[src/rtl/arm_pipe_pkg.sv]
// Shared types and constants for the pipeline hazard scoreboard.
// An entry records one in-flight register write behind the decode stage.
package arm_pipe_pkg;

    localparam int RA_W_DEF   = 4;
    localparam int FWD_SEL_RF = 0;

    typedef struct packed {
        logic                vld;
        logic                wb_en;
        logic                mem_read;
        logic [RA_W_DEF-1:0] dest;
    } sb_entry_t;

    // True when the entry is a live register write to the given address.
    function automatic logic sb_hit(input sb_entry_t e, input logic [RA_W_DEF-1:0] src);
        return e.vld & e.wb_en & (e.dest == src);
    endfunction

endpackage

[src/rtl/pipe_hazard_scoreboard_if.sv]
// Decode-side and EXE-side signals of the hazard scoreboard.
// The pipeline control (master) drives instruction fields; the scoreboard (slave) answers.
interface pipe_hazard_scoreboard_if
    import arm_pipe_pkg::*;
#(
    parameter int RA_W    = RA_W_DEF,
    parameter int NUM_SRC = 2,
    parameter int DEPTH   = 3,
    parameter int CNT_W   = 16
);
    localparam int SEL_W = $clog2(DEPTH);

    logic                    id_valid;
    logic                    id_wb_en;
    logic                    id_mem_read;
    logic [RA_W-1:0]         id_dest;
    logic [NUM_SRC*RA_W-1:0] id_src;
    logic [NUM_SRC-1:0]      id_src_vld;
    logic                    fwd_en;
    logic                    freeze_ext;
    logic                    flush;
    logic                    stall;
    logic [NUM_SRC*SEL_W-1:0] fwd_sel;
    logic [CNT_W-1:0]        stall_cnt;

    modport master (
        output id_valid, id_wb_en, id_mem_read, id_dest, id_src, id_src_vld,
        output fwd_en, freeze_ext, flush,
        input  stall, fwd_sel, stall_cnt
    );

    modport slave (
        input  id_valid, id_wb_en, id_mem_read, id_dest, id_src, id_src_vld,
        input  fwd_en, freeze_ext, flush,
        output stall, fwd_sel, stall_cnt
    );

endinterface

[src/rtl/pipe_sb_match.sv]
// Compares one source register against the tracked entries and returns the youngest hit.
// MIN_K skips the youngest stages; loads younger than LOAD_MIN are not eligible.
module pipe_sb_match
    import arm_pipe_pkg::*;
#(
    parameter int DEPTH    = 3,
    parameter int MIN_K    = 0,
    parameter int LOAD_MIN = 0,
    parameter int SEL_W    = $clog2(DEPTH)
) (
    input  logic [RA_W_DEF-1:0]   src,
    input  logic                  src_vld,
    input  sb_entry_t [DEPTH-1:0] entries,
    output logic                  hit,
    output logic [SEL_W-1:0]      idx,
    output logic                  is_load
);

    logic match_s;

    // Scan oldest to youngest so the youngest eligible match overwrites the result last.
    always_comb begin
        hit     = 1'b0;
        idx     = '0;
        is_load = 1'b0;
        match_s = 1'b0;
        for (int k = DEPTH - 1; k >= MIN_K; k--) begin
            match_s = src_vld & sb_hit(entries[k], src)
                      & (~entries[k].mem_read | (k >= LOAD_MIN));
            hit     = hit | match_s;
            idx     = match_s ? SEL_W'(k) : idx;
            is_load = match_s ? entries[k].mem_read : is_load;
        end
    end

endmodule

[src/rtl/pipe_hazard_scoreboard.sv]
// Load-use / writeback hazard scoreboard: tracks DEPTH post-decode register writes,
// stalls the decode instruction when needed and selects forwarding sources for EXE.
module pipe_hazard_scoreboard
    import arm_pipe_pkg::*;
#(
    parameter int RA_W     = RA_W_DEF,
    parameter int NUM_SRC  = 2,
    parameter int DEPTH    = 3,
    parameter int LOAD_LAT = 2,
    parameter int CNT_W    = 16
) (
    input logic                     clk,
    input logic                     rst,
    pipe_hazard_scoreboard_if.slave bus
);

    localparam int SEL_W = $clog2(DEPTH);

    sb_entry_t [DEPTH-1:0]    entry_r;
    logic [NUM_SRC*RA_W-1:0]  exe_src_r;
    logic [NUM_SRC-1:0]       exe_src_vld_r;
    logic [CNT_W-1:0]         stall_cnt_r;

    logic [NUM_SRC-1:0]       id_hit_s;
    logic [NUM_SRC-1:0]       id_load_s;
    logic [SEL_W-1:0]         id_idx_s [NUM_SRC];
    logic [NUM_SRC-1:0]       exe_hit_s;
    logic [NUM_SRC-1:0]       exe_load_s;
    logic [SEL_W-1:0]         exe_idx_s [NUM_SRC];

    logic                     stall_raw_s;
    logic                     stall_s;
    logic                     take_s;
    sb_entry_t                id_entry_s;
    logic [NUM_SRC*SEL_W-1:0] fwd_sel_s;

    // The decode-side lookup sees every stage; the EXE-side lookup starts at MEM.
    for (genvar i = 0; i < NUM_SRC; i++) begin : g_src
        pipe_sb_match #(
            .DEPTH    (DEPTH),
            .MIN_K    (0),
            .LOAD_MIN (0),
            .SEL_W    (SEL_W)
        ) u_id_match (
            .src     (bus.id_src[i*RA_W +: RA_W]),
            .src_vld (bus.id_src_vld[i]),
            .entries (entry_r),
            .hit     (id_hit_s[i]),
            .idx     (id_idx_s[i]),
            .is_load (id_load_s[i])
        );

        pipe_sb_match #(
            .DEPTH    (DEPTH),
            .MIN_K    (1),
            .LOAD_MIN (LOAD_LAT),
            .SEL_W    (SEL_W)
        ) u_exe_match (
            .src     (exe_src_r[i*RA_W +: RA_W]),
            .src_vld (exe_src_vld_r[i]),
            .entries (entry_r),
            .hit     (exe_hit_s[i]),
            .idx     (exe_idx_s[i]),
            .is_load (exe_load_s[i])
        );
    end

    // Raw hazard: with forwarding only an unready load stalls, otherwise any write not yet in WB.
    always_comb begin
        stall_raw_s = 1'b0;
        for (int i = 0; i < NUM_SRC; i++) begin
            if (bus.fwd_en) begin
                stall_raw_s = stall_raw_s | (id_hit_s[i] & id_load_s[i]
                              & ((int'(id_idx_s[i]) + 1) < LOAD_LAT));
            end else begin
                stall_raw_s = stall_raw_s | (id_hit_s[i]
                              & (int'(id_idx_s[i]) < (DEPTH - 1)));
            end
        end
    end

    // A flushed or empty decode slot never stalls and never enters the table.
    always_comb begin
        stall_s    = bus.id_valid & ~bus.flush & stall_raw_s;
        take_s     = bus.id_valid & ~stall_s & ~bus.flush;
        id_entry_s = '0;
        if (take_s) begin
            id_entry_s.vld      = 1'b1;
            id_entry_s.wb_en    = bus.id_wb_en;
            id_entry_s.mem_read = bus.id_mem_read;
            id_entry_s.dest     = bus.id_dest;
        end else begin
            id_entry_s.vld      = 1'b0;
        end
    end

    // Forwarding select per source for the instruction currently in EXE.
    always_comb begin
        fwd_sel_s = '0;
        for (int i = 0; i < NUM_SRC; i++) begin
            if (bus.fwd_en && exe_hit_s[i]
                && (!exe_load_s[i] || (int'(exe_idx_s[i]) >= LOAD_LAT))) begin
                fwd_sel_s[i*SEL_W +: SEL_W] = exe_idx_s[i];
            end else begin
                fwd_sel_s[i*SEL_W +: SEL_W] = SEL_W'(FWD_SEL_RF);
            end
        end
    end

    // Entry shift register, EXE source latch and saturating stall counter; freeze holds all.
    always_ff @(posedge clk) begin
        if (rst) begin
            entry_r       <= '0;
            exe_src_r     <= '0;
            exe_src_vld_r <= '0;
            stall_cnt_r   <= '0;
        end else if (!bus.freeze_ext) begin
            entry_r       <= {entry_r[DEPTH-2:0], id_entry_s};
            exe_src_r     <= take_s ? bus.id_src : exe_src_r;
            exe_src_vld_r <= take_s ? bus.id_src_vld : {NUM_SRC{1'b0}};
            if (stall_s && (stall_cnt_r != {CNT_W{1'b1}})) begin
                stall_cnt_r <= stall_cnt_r + CNT_W'(1);
            end
        end
    end

    assign bus.stall     = stall_s;
    assign bus.fwd_sel   = fwd_sel_s;
    assign bus.stall_cnt = stall_cnt_r;

endmodule

[src/flat_wrapper.sv]
// flat-port wrapper written by rule: the top's interface ports become plain ports
module pipe_hazard_scoreboard_flat import arm_pipe_pkg::*;
#(
    parameter int RA_W     = RA_W_DEF,
    parameter int NUM_SRC  = 2,
    parameter int DEPTH    = 3,
    parameter int LOAD_LAT = 2,
    parameter int CNT_W    = 16
)
  (clk, rst, bus_id_valid, bus_id_wb_en, bus_id_mem_read, bus_id_dest, bus_id_src, bus_id_src_vld, bus_fwd_en, bus_freeze_ext, bus_flush, bus_stall, bus_fwd_sel, bus_stall_cnt);
  pipe_hazard_scoreboard_if #(.RA_W(RA_W), .NUM_SRC(NUM_SRC), .DEPTH(DEPTH), .CNT_W(CNT_W)) bus_i ();
  input logic clk;
  input logic rst;
  input wire logic [$bits(bus_i.id_valid)-1:0] bus_id_valid;
  input wire logic [$bits(bus_i.id_wb_en)-1:0] bus_id_wb_en;
  input wire logic [$bits(bus_i.id_mem_read)-1:0] bus_id_mem_read;
  input wire logic [$bits(bus_i.id_dest)-1:0] bus_id_dest;
  input wire logic [$bits(bus_i.id_src)-1:0] bus_id_src;
  input wire logic [$bits(bus_i.id_src_vld)-1:0] bus_id_src_vld;
  input wire logic [$bits(bus_i.fwd_en)-1:0] bus_fwd_en;
  input wire logic [$bits(bus_i.freeze_ext)-1:0] bus_freeze_ext;
  input wire logic [$bits(bus_i.flush)-1:0] bus_flush;
  output wire logic [$bits(bus_i.stall)-1:0] bus_stall;
  output wire logic [$bits(bus_i.fwd_sel)-1:0] bus_fwd_sel;
  output wire logic [$bits(bus_i.stall_cnt)-1:0] bus_stall_cnt;
  assign bus_i.id_valid = bus_id_valid;
  assign bus_i.id_wb_en = bus_id_wb_en;
  assign bus_i.id_mem_read = bus_id_mem_read;
  assign bus_i.id_dest = bus_id_dest;
  assign bus_i.id_src = bus_id_src;
  assign bus_i.id_src_vld = bus_id_src_vld;
  assign bus_i.fwd_en = bus_fwd_en;
  assign bus_i.freeze_ext = bus_freeze_ext;
  assign bus_i.flush = bus_flush;
  assign bus_stall = bus_i.stall;
  assign bus_fwd_sel = bus_i.fwd_sel;
  assign bus_stall_cnt = bus_i.stall_cnt;
  pipe_hazard_scoreboard #(.RA_W(RA_W), .NUM_SRC(NUM_SRC), .DEPTH(DEPTH), .LOAD_LAT(LOAD_LAT), .CNT_W(CNT_W)) u_core (.clk(clk), .rst(rst), .bus(bus_i));
endmodule
[config.mk]
export PLATFORM = sky130hd
export DESIGN_NAME = pipe_hazard_scoreboard_flat
export DESIGN_NICKNAME = d
export VERILOG_FILES = /design/src/rtl/arm_pipe_pkg.sv /design/src/rtl/pipe_hazard_scoreboard_if.sv /design/src/rtl/pipe_sb_match.sv /design/src/rtl/pipe_hazard_scoreboard.sv /design/src/flat_wrapper.sv
export SDC_FILE = /design/constraint.sdc
export NUM_CORES = 1
export LEC_CHECK = 0
export CAP_MARGIN = 10
export CORE_UTILIZATION = 50
export DETAILED_ROUTE_END_ITERATION = 6
export PLACE_DENSITY_LB_ADDON = 0.2
export SKIP_CTS_REPAIR_TIMING = 1
export SLEW_MARGIN = 5
export SYNTH_ARGS = -nofsm -noshare
export SYNTH_HDL_FRONTEND = slang
export SYNTH_SLANG_ARGS = --single-unit
[constraint.sdc]
create_clock -name clk -period 4.24 [get_ports clk]
set_input_delay 1.272 -clock clk [delete_from_list [all_inputs] [get_ports clk]]
set_output_delay 1.272 -clock clk [all_outputs]
set_load 0.02 [all_outputs]
* Yosys cells after proc, flatten, opt, wreduce, memory -nomap -nowiden *
Index checks and enable logic that the tools add are counted.

word-level totals
  bits in registers = 47
  output and inout bits = 21

operators by class
  add/subtract/negate cells = 3
  $lt $le $gt $ge = 6
  equality and inequality tests = 11
  multiplexer cells = 27
  bitwise logic cells = 47
  reductions and logical operators = 11

operators by type and width
  cell                                                       number
  < comparator 32 x 3 -> 1 bit (second input constant)       2
  == test 4 bit                                              10
  bitwise AND 1 bit                                          35
  two-way mux 2 bit                                          13
  adder 16 x 1 -> 16 bit (second input constant)             1
  inequality test 16 bit (second input constant)             1
  two-way mux 1 bit                                          13
  bitwise OR 1 bit                                           8
  adder 2 x 1 -> 3 bit (second input constant)               2
  two-way mux 6 bit                                          1
  logical AND 1 bit                                          5
  greater-or-equal comparator 2 bit (second input constant)  2
  < comparator 2 bit (second input constant)                 2
  inverter 1 bit                                             4
  AND reduction 2 bit                                        2
  logical NOT 1 bit                                          2
  logical OR 1 bit                                           2

* Longest topological paths before layout *
Gate-level depths: netlist of the first run.

  depth in word-level cells = 17
  mapped depth = 10
  gate-level depth less buffers = 6

* Cells and area by module *
A second synthesis of the first run with hierarchy kept.

second synthesis, totals
  cells, all modules = 307
  area, all modules = 2710.1 µm²

modules (own cells, without submodules)
  module                                            instances  cells an instance  area an instance (µm²)
  pipe_hazard_scoreboard                            1          217                2031.9
  pipe_sb_match at u_core.g_src[0].u_id_match ...   2          28                 201.4
  pipe_sb_match at u_core.g_src[0].u_exe_match ...  2          17                 137.6

* Least setup slack after synthesis of the first run *
No wires, ideal clock.

  kind = input-to-output
  from = in bus_id_src[4]
  to = out bus_stall
  arrival time = 2.608 ns
  required time = 2.968 ns
  slack = 0.360 ns
  cell stages on the path = 8
  buffers on the path = 3
  cells stage by stage = xor2_1 > nor4_1 > a32oi_1 > o211a_1 > buf_6 > buf_6 > buf_2 > nor2_1

on the way
  word-level cells in the longest chain between the ends = 12
  elaborated cells on any way between the ends = 27
  those cells by class = add/sub: 1; order compare: 2; eq/ne: 3; mux: 7; bitwise: 14

ends and longest elaborated chain
  what                            RTL line                      RTL
  start: declaration              flat_wrapper.sv:18            input wire logic [$bits(bus_i.id_src)-1:0] bus_id_src;
  == test 4 bit                   arm_pipe_pkg.sv:17            return e.vld & e.wb_en & (e.dest == src);
  bitwise AND 1 bit               arm_pipe_pkg.sv:17
  bitwise AND 1 bit               pipe_sb_match.sv:28           match_s = src_vld & sb_hit(entries[k], src)
  two-way mux 2 bit (3 in a row)  pipe_sb_match.sv:31           idx = match_s ? SEL_W'(k) : idx;
  adder 2 x 1 -> 3 bit            pipe_hazard_scoreboard.sv:74  & ((int'(id_idx_s[i]) + 1) < LOAD_LAT));
  < comparator 32 x 3 -> 1 bit    pipe_hazard_scoreboard.sv:74
  bitwise AND 1 bit               pipe_hazard_scoreboard.sv:74
  bitwise OR 1 bit                pipe_hazard_scoreboard.sv:73  stall_raw_s = stall_raw_s | (id_hit_s[i] & id_load_s[i]
  two-way mux 1 bit *             pipe_hazard_scoreboard.sv:72  if (bus.fwd_en) begin
  bitwise AND 1 bit *             pipe_hazard_scoreboard.sv:84  stall_s = bus.id_valid & ~bus.flush & stall_raw_s;
  end: declaration                flat_wrapper.sv:23            output wire logic [$bits(bus_i.stall)-1:0] bus_stall;

Every way passes the cells marked *; elsewhere a longest branch is shown, timed or not.

* Final worst setup path of the first run *
Same ends and word-level chain as after synthesis.

==> results.yml, run 1 <==
grt:
  grt_max_degree: 60
  antenna_found_initial: 0
  grt.overflow.total: 0
  grt_pass1_vias: 1943
  grt_usage_pct: 21.9
  grt_pass1_wl_mm: 8.76
setup_path:
  crit_arrival_ps: 2870
  required_ps: 2970
  crit_type: "in2out"
  end_kind: "primary output"
  startpoint_type: "input port"
  critPathMaxFanout: 3
clocking:
  clk_latency_ps: 300
  root_buffer: "clkbuf_8"
  htreeDepth: 2
  cts_buffers: 5
  cts_tree: "done"
  cts_buffer_depth: 2
  clk_pin_slew_worst_paths_ps: 80
  cts.sinks: 46
logic_synthesis:
  synthCells: 273
  synthArstFlopShare_pct: 0
  yosys_most_used_dff: "dfxtp_1"
  synth_edf_count: 0
  yosysUniqueCellTypes: 32
  syn_nets: 296
  yosysSeqAreaShare_pct: 38.0
  yosysWarnings: 0
  syn_area_um2: 2420
  ys_ff_latch: 46
  avgSynthCellArea_um2: 8.87
routing:
  vias_per_cell: 5.54
  first_pass_iters: 4
  drt_iter0_drc: 112
  ant_nets: 0
  wl_mm: 5.31
  avgRoutedWirePerCell_um: 14.5
  routed-via-count: 2032
  drc: 0
power_and_ir_drop:
  power.density_nw_per_um2: 265
  p_leak_nw: 1.28
  total_power_mw: 0.791
  vdd_ir_drop_max_mv: 0.224
layout:
  antennaDiodeCount: 0
  area_growth_syn_to_layout_pct: 23.3
  final_cells: 367
  nets: 339
  layout-drive-gt1-share_pct: 7.62
  stdcell_area_um2: 2990
placed_design:
  place_area_um2: 2890
  post-dp-hpwl_mm: 3.68
  place_congestion: 0.821
  portBuffers: 42
  dp_cells: 361
  place_ws_ps: -280
timing:
  timing.final.ws_setup_ps: 97.9
  post-route-min-period_ps: 4140
  fin_skew_ps: 2.89
  drv_slew: 0
  worst_slew_pin_slew_ps: 521
  min_period_over_period_pct: 97.7
  setup_viol: 0
  final_hold_viol_count: 0
  fmax_mhz: 241
  slew_headroom_pct: 65.3
  rsz0062_at_grt: "no"
floorplan:
  die_h_um: 71.6
  start_util_pct: 53.8
  die_area_um2: 5130
  row_count: 24
  core_area_um2: 4500
  ioPinCount: 43
  die_x_um: 71.6
worst_hold_path:
  hp-class: "reg2reg"
run_status:
  status: "completed"
run:
  drv_cap: 0
## per-layer routing
layer / wire length [um] / up-vias / track usage [%]
met5: 0 / - / 0
met3: 195 / 7 / 4.50
met1: 2510 / 946 / 28.0
met2: 2520 / 33 / 34.7
met4: 85 / 0 / 11.8
li1: - / 1046 / -
## cells in the mapped netlist, types with 8 or more instances
library cell	n	area, um^2
mux2i_1	22	220
nand2_1	8	30.0
dfxtp_1	46	921
xor2_1	26	228
nand2b_1	19	119
a21oi_1	13	65.1
nor2_1	32	120
a32oi_1	8	70.1
clkbuf_1	8	30.0
nand3_1	12	60.1
## critical path, stage by stage
cell             delay, ps
clkdlybuf4s50_1        470
xor2_1                 170
nor4_1                 320
a32oi_1                150
o211a_1                170
nor2_1                 100
dlymetal6s2s_1         220
## area by class of cell
class	instances	area, um^2
inverter	2	7.51
tap	52	65.1
clock buffer	6	82.6
sequential	46	921
fill	385	1520
timing repair buffer	54	518
multi-input combinational	207	1390
## cells by family (layout without fill, tap and decap cells)
| group | Yosys count | count (layout) | share of synthesized area (%) |
|---|---|---|---|
| AOI/OAI and AO/OA | 35 | 35 | 9.50 |
| DFF | 46 | 46 | 38.0 |
| buffers and inverters | 20 | 62 | 4.75 |
| and+or+nand+nor | 113 | 113 | 24.7 |
| adders and majority gates | 1 | 1 | 0.516 |
| xor gates and xnor gates | 32 | 32 | 11.6 |
| muxes | 26 | 26 | 11.0 |
## flip-flops by register name, indices dropped and copies added, names as in the netlist
register,count
u_core.entry_r,20
u_core.bus.stall_cnt,16
u_core.exe_src_r,8
u_core.exe_src_vld_r,2
## where the power goes
part | internal (mW) | total [mW] | switching [mW]
combinational | 0.0438 | 0.0794 | 0.0356
sequential | 0.438 | 0.445 | 0.00779
clock | 0.126 | 0.266 | 0.141
## worst paths after layout
| check | start | end | slack, ps | depth (start not counted) |
|---|---|---|---|---|
| setup reg to reg | u_core.entry_r[10] | u_core.bus.stall_cnt[7] | 1850 | 7 |
| hold / removal | u_core.exe_src_vld_r[1] | u_core.exe_src_vld_r[1] | 490 | 2 |
| setup / recovery | bus_id_src[4] | bus_stall | 100 | 7 |
| hold reg to reg | u_core.exe_src_vld_r[1] | u_core.exe_src_vld_r[1] | 490 | 2 |
## placed cells by master, fill, tap and decap left out, types with 8 or more instances in the layout
master           synthesis  layout
dfxtp_1                 46      46
clkdlybuf4s50_1          0      39
nor2_1                  32      32
xor2_1                  26      26
mux2i_1                 22      22
nand2b_1                19      19
a21oi_1                 13      13
nand3_1                 12      12
buf_4                    0      12
nand2_1                  8       8
a32oi_1                  8       8
## metrics by stage
stage | setup TNS, ps | hold WS (ps) | utilization [%]
2_1_floorplan | 0 | 450 | -
3_3_place_gp | -456 | 469 | 64.2
3_5_place_dp | -489 | 475 | 64.2
4_1_cts | -501 | 486 | 66.0
5_1_grt | 0 | 511 | 66.3
6_report | 0 | 493 | 66.3
No activity file was read; power rests on OpenSTA's default activity.
==> run 2, diff against run 1 <==
Settings changed: CORE_MARGIN set to 2.
==> results.yml, run 2 (synthesis results as in run 1) <==
grt:
  grt_usage_pct: 20.7
  grt_max_degree: 60
  grt_pass1_wl_mm: 8.78
  grt_pass1_vias: 1837
  antenna_found_initial: 0
  grt.overflow.total: 0
floorplan:
  core_area_um2: 4690
  start_util_pct: 51.6
  die_area_um2: 5420
  die_h_um: 73.6
  row_count: 25
  die_x_um: 73.6
  ioPinCount: 43
worst_hold_path:
  hold-path-cell-count: 2
  hp-class: "reg2reg"
layout:
  mostFrequentLayoutCells: "dfxtp_1, clkdlybuf4s50_1, nor2_1"
  antennaDiodeCount: 0
  nets: 340
  post-route-util_pct: 64.3
  largest_register_ffs: 20
  seq_area_um2: 921
  filler_cell_count: 410
  stdcell_area_um2: 3020
  layout-drive-gt1-share_pct: 8.49
  area_growth_syn_to_layout_pct: 24.5
  largest-register: "u_core.entry_r"
  final_common_cell: "dfxtp_1"
  multiInputGateArea_um2: 1390
timing:
  setup_viol: 0
  fmax_mhz: 243
  fin_skew_ps: 6.15
  rsz0062_at_grt: "no"
  fin_setup_tns_ps: 0
  worst_slew_pin_slew_ps: 521
  final_hold_viol_count: 0
  min_period_over_period_pct: 97.0
  post-route-min-period_ps: 4110
  drv_slew: 0
  timing.final.ws_setup_ps: 127
  slew_headroom_pct: 65.3
placed_design:
  place_ws_ps: -312
  portBuffers: 42
  post-dp-hpwl_mm: 3.77
  place_congestion: 0.826
  place_area_um2: 2900
routing:
  wl_mm: 5.31
  vias_per_cell: 5.56
  ant_nets: 0
  dr_wl_met3_um: 259
  routed-via-count: 2069
  avgRoutedWirePerCell_um: 14.3
  drt_iter0_drc: 89
  met2_length_mm: 2.24
  drc: 0
  highest_layer: "met4"
  first_pass_iters: 4
  m1WireLength_mm: 2.77
clocking:
  htreeDepth: 2
  cts.sinks: 46
  cts_buffer_depth: 2
  root_buffer: "clkbuf_8"
  cts_tree: "done"
  clk_pin_slew_worst_paths_ps: 80
  clk_latency_ps: 290
  cts_buffers: 5
setup_path:
  required_ps: 2970
  critPathMaxFanout: 3
  ff2ff_path_depth: 7
  crit_slowest_cell: "clkdlybuf4s50_1"
  end_kind: "primary output"
  slowest_delay_ps: 490
  cp_cell_sequence: "clkdlybuf4s50_1, xor2_1, nor4_1, a32oi_1, o211a_1, nor2_1, clkbuf_2"
  crit_arrival_ps: 2840
  crit_type: "in2out"
  startpoint_type: "input port"
run_status:
  status: "completed"
power_and_ir_drop:
  p_leak_nw: 1.28
  vdd_ir_drop_max_mv: 0.229
  power.density_nw_per_um2: 281
run:
  drv_cap: 0
[run 2: through the flow]
stage | hold WS, ps | power (mW) | instances
detailed placement | 475 | 0.535 | 364
finish | 480 | 0.849 | 372
global route | 521 | 0.882 | 372
CTS | 487 | 0.852 | 372
global placement | 470 | 0.534 | 364
floorplan | 450 | 0.495 | 273
[run 2: path summary, 6_finish.rpt]
check                          start                      end  slack, ps
max                    bus_id_src[4]                bus_stall        130
min          u_core.exe_src_vld_r[1]  u_core.exe_src_vld_r[1]        480
max reg2reg        u_core.entry_r[8]  u_core.bus.stall_cnt[7]       1920
min reg2reg  u_core.exe_src_vld_r[1]  u_core.exe_src_vld_r[1]        480
[run 2: layout make-up]
cell class,instances,share of cell area (%)
Inverter,2,0.249
Clock buffer,6,2.41
Multi-Input combinational cell,207,46.2
Timing Repair Buffer,55,17.2
Clock inverter,2,1.24
Tap cell,54,2.24
Sequential cell,46,30.5
[run 2: where the power goes]
part | switching, mW | internal (mW)
logic | 0.0374 | 0.0438
registers | 0.00713 | 0.438
clock network | 0.147 | 0.176
[run 2: per-layer routing]
metal  GRT usage [%]  vias to the layer above
li1                -                     1058
met1            31.6                      966
met2            29.4                       43
met3            4.53                        2
met4            4.85                        0
met5               0                        -
[run 2: worst max-delay path: cells and delay by family]
kind | cells | cell delay, ps
buf+inv | 2 | 660
simple gates | 2 | 420
xor+xnor | 1 | 170
compound gates | 2 | 310
==> run 3, diff against run 2 <==
Settings changed: ABC_CLOCK_PERIOD_IN_PS set to 4240.
==> results of run 3 <==
Same layout as run 2: the final DEF is identical, and so are final timing and power.
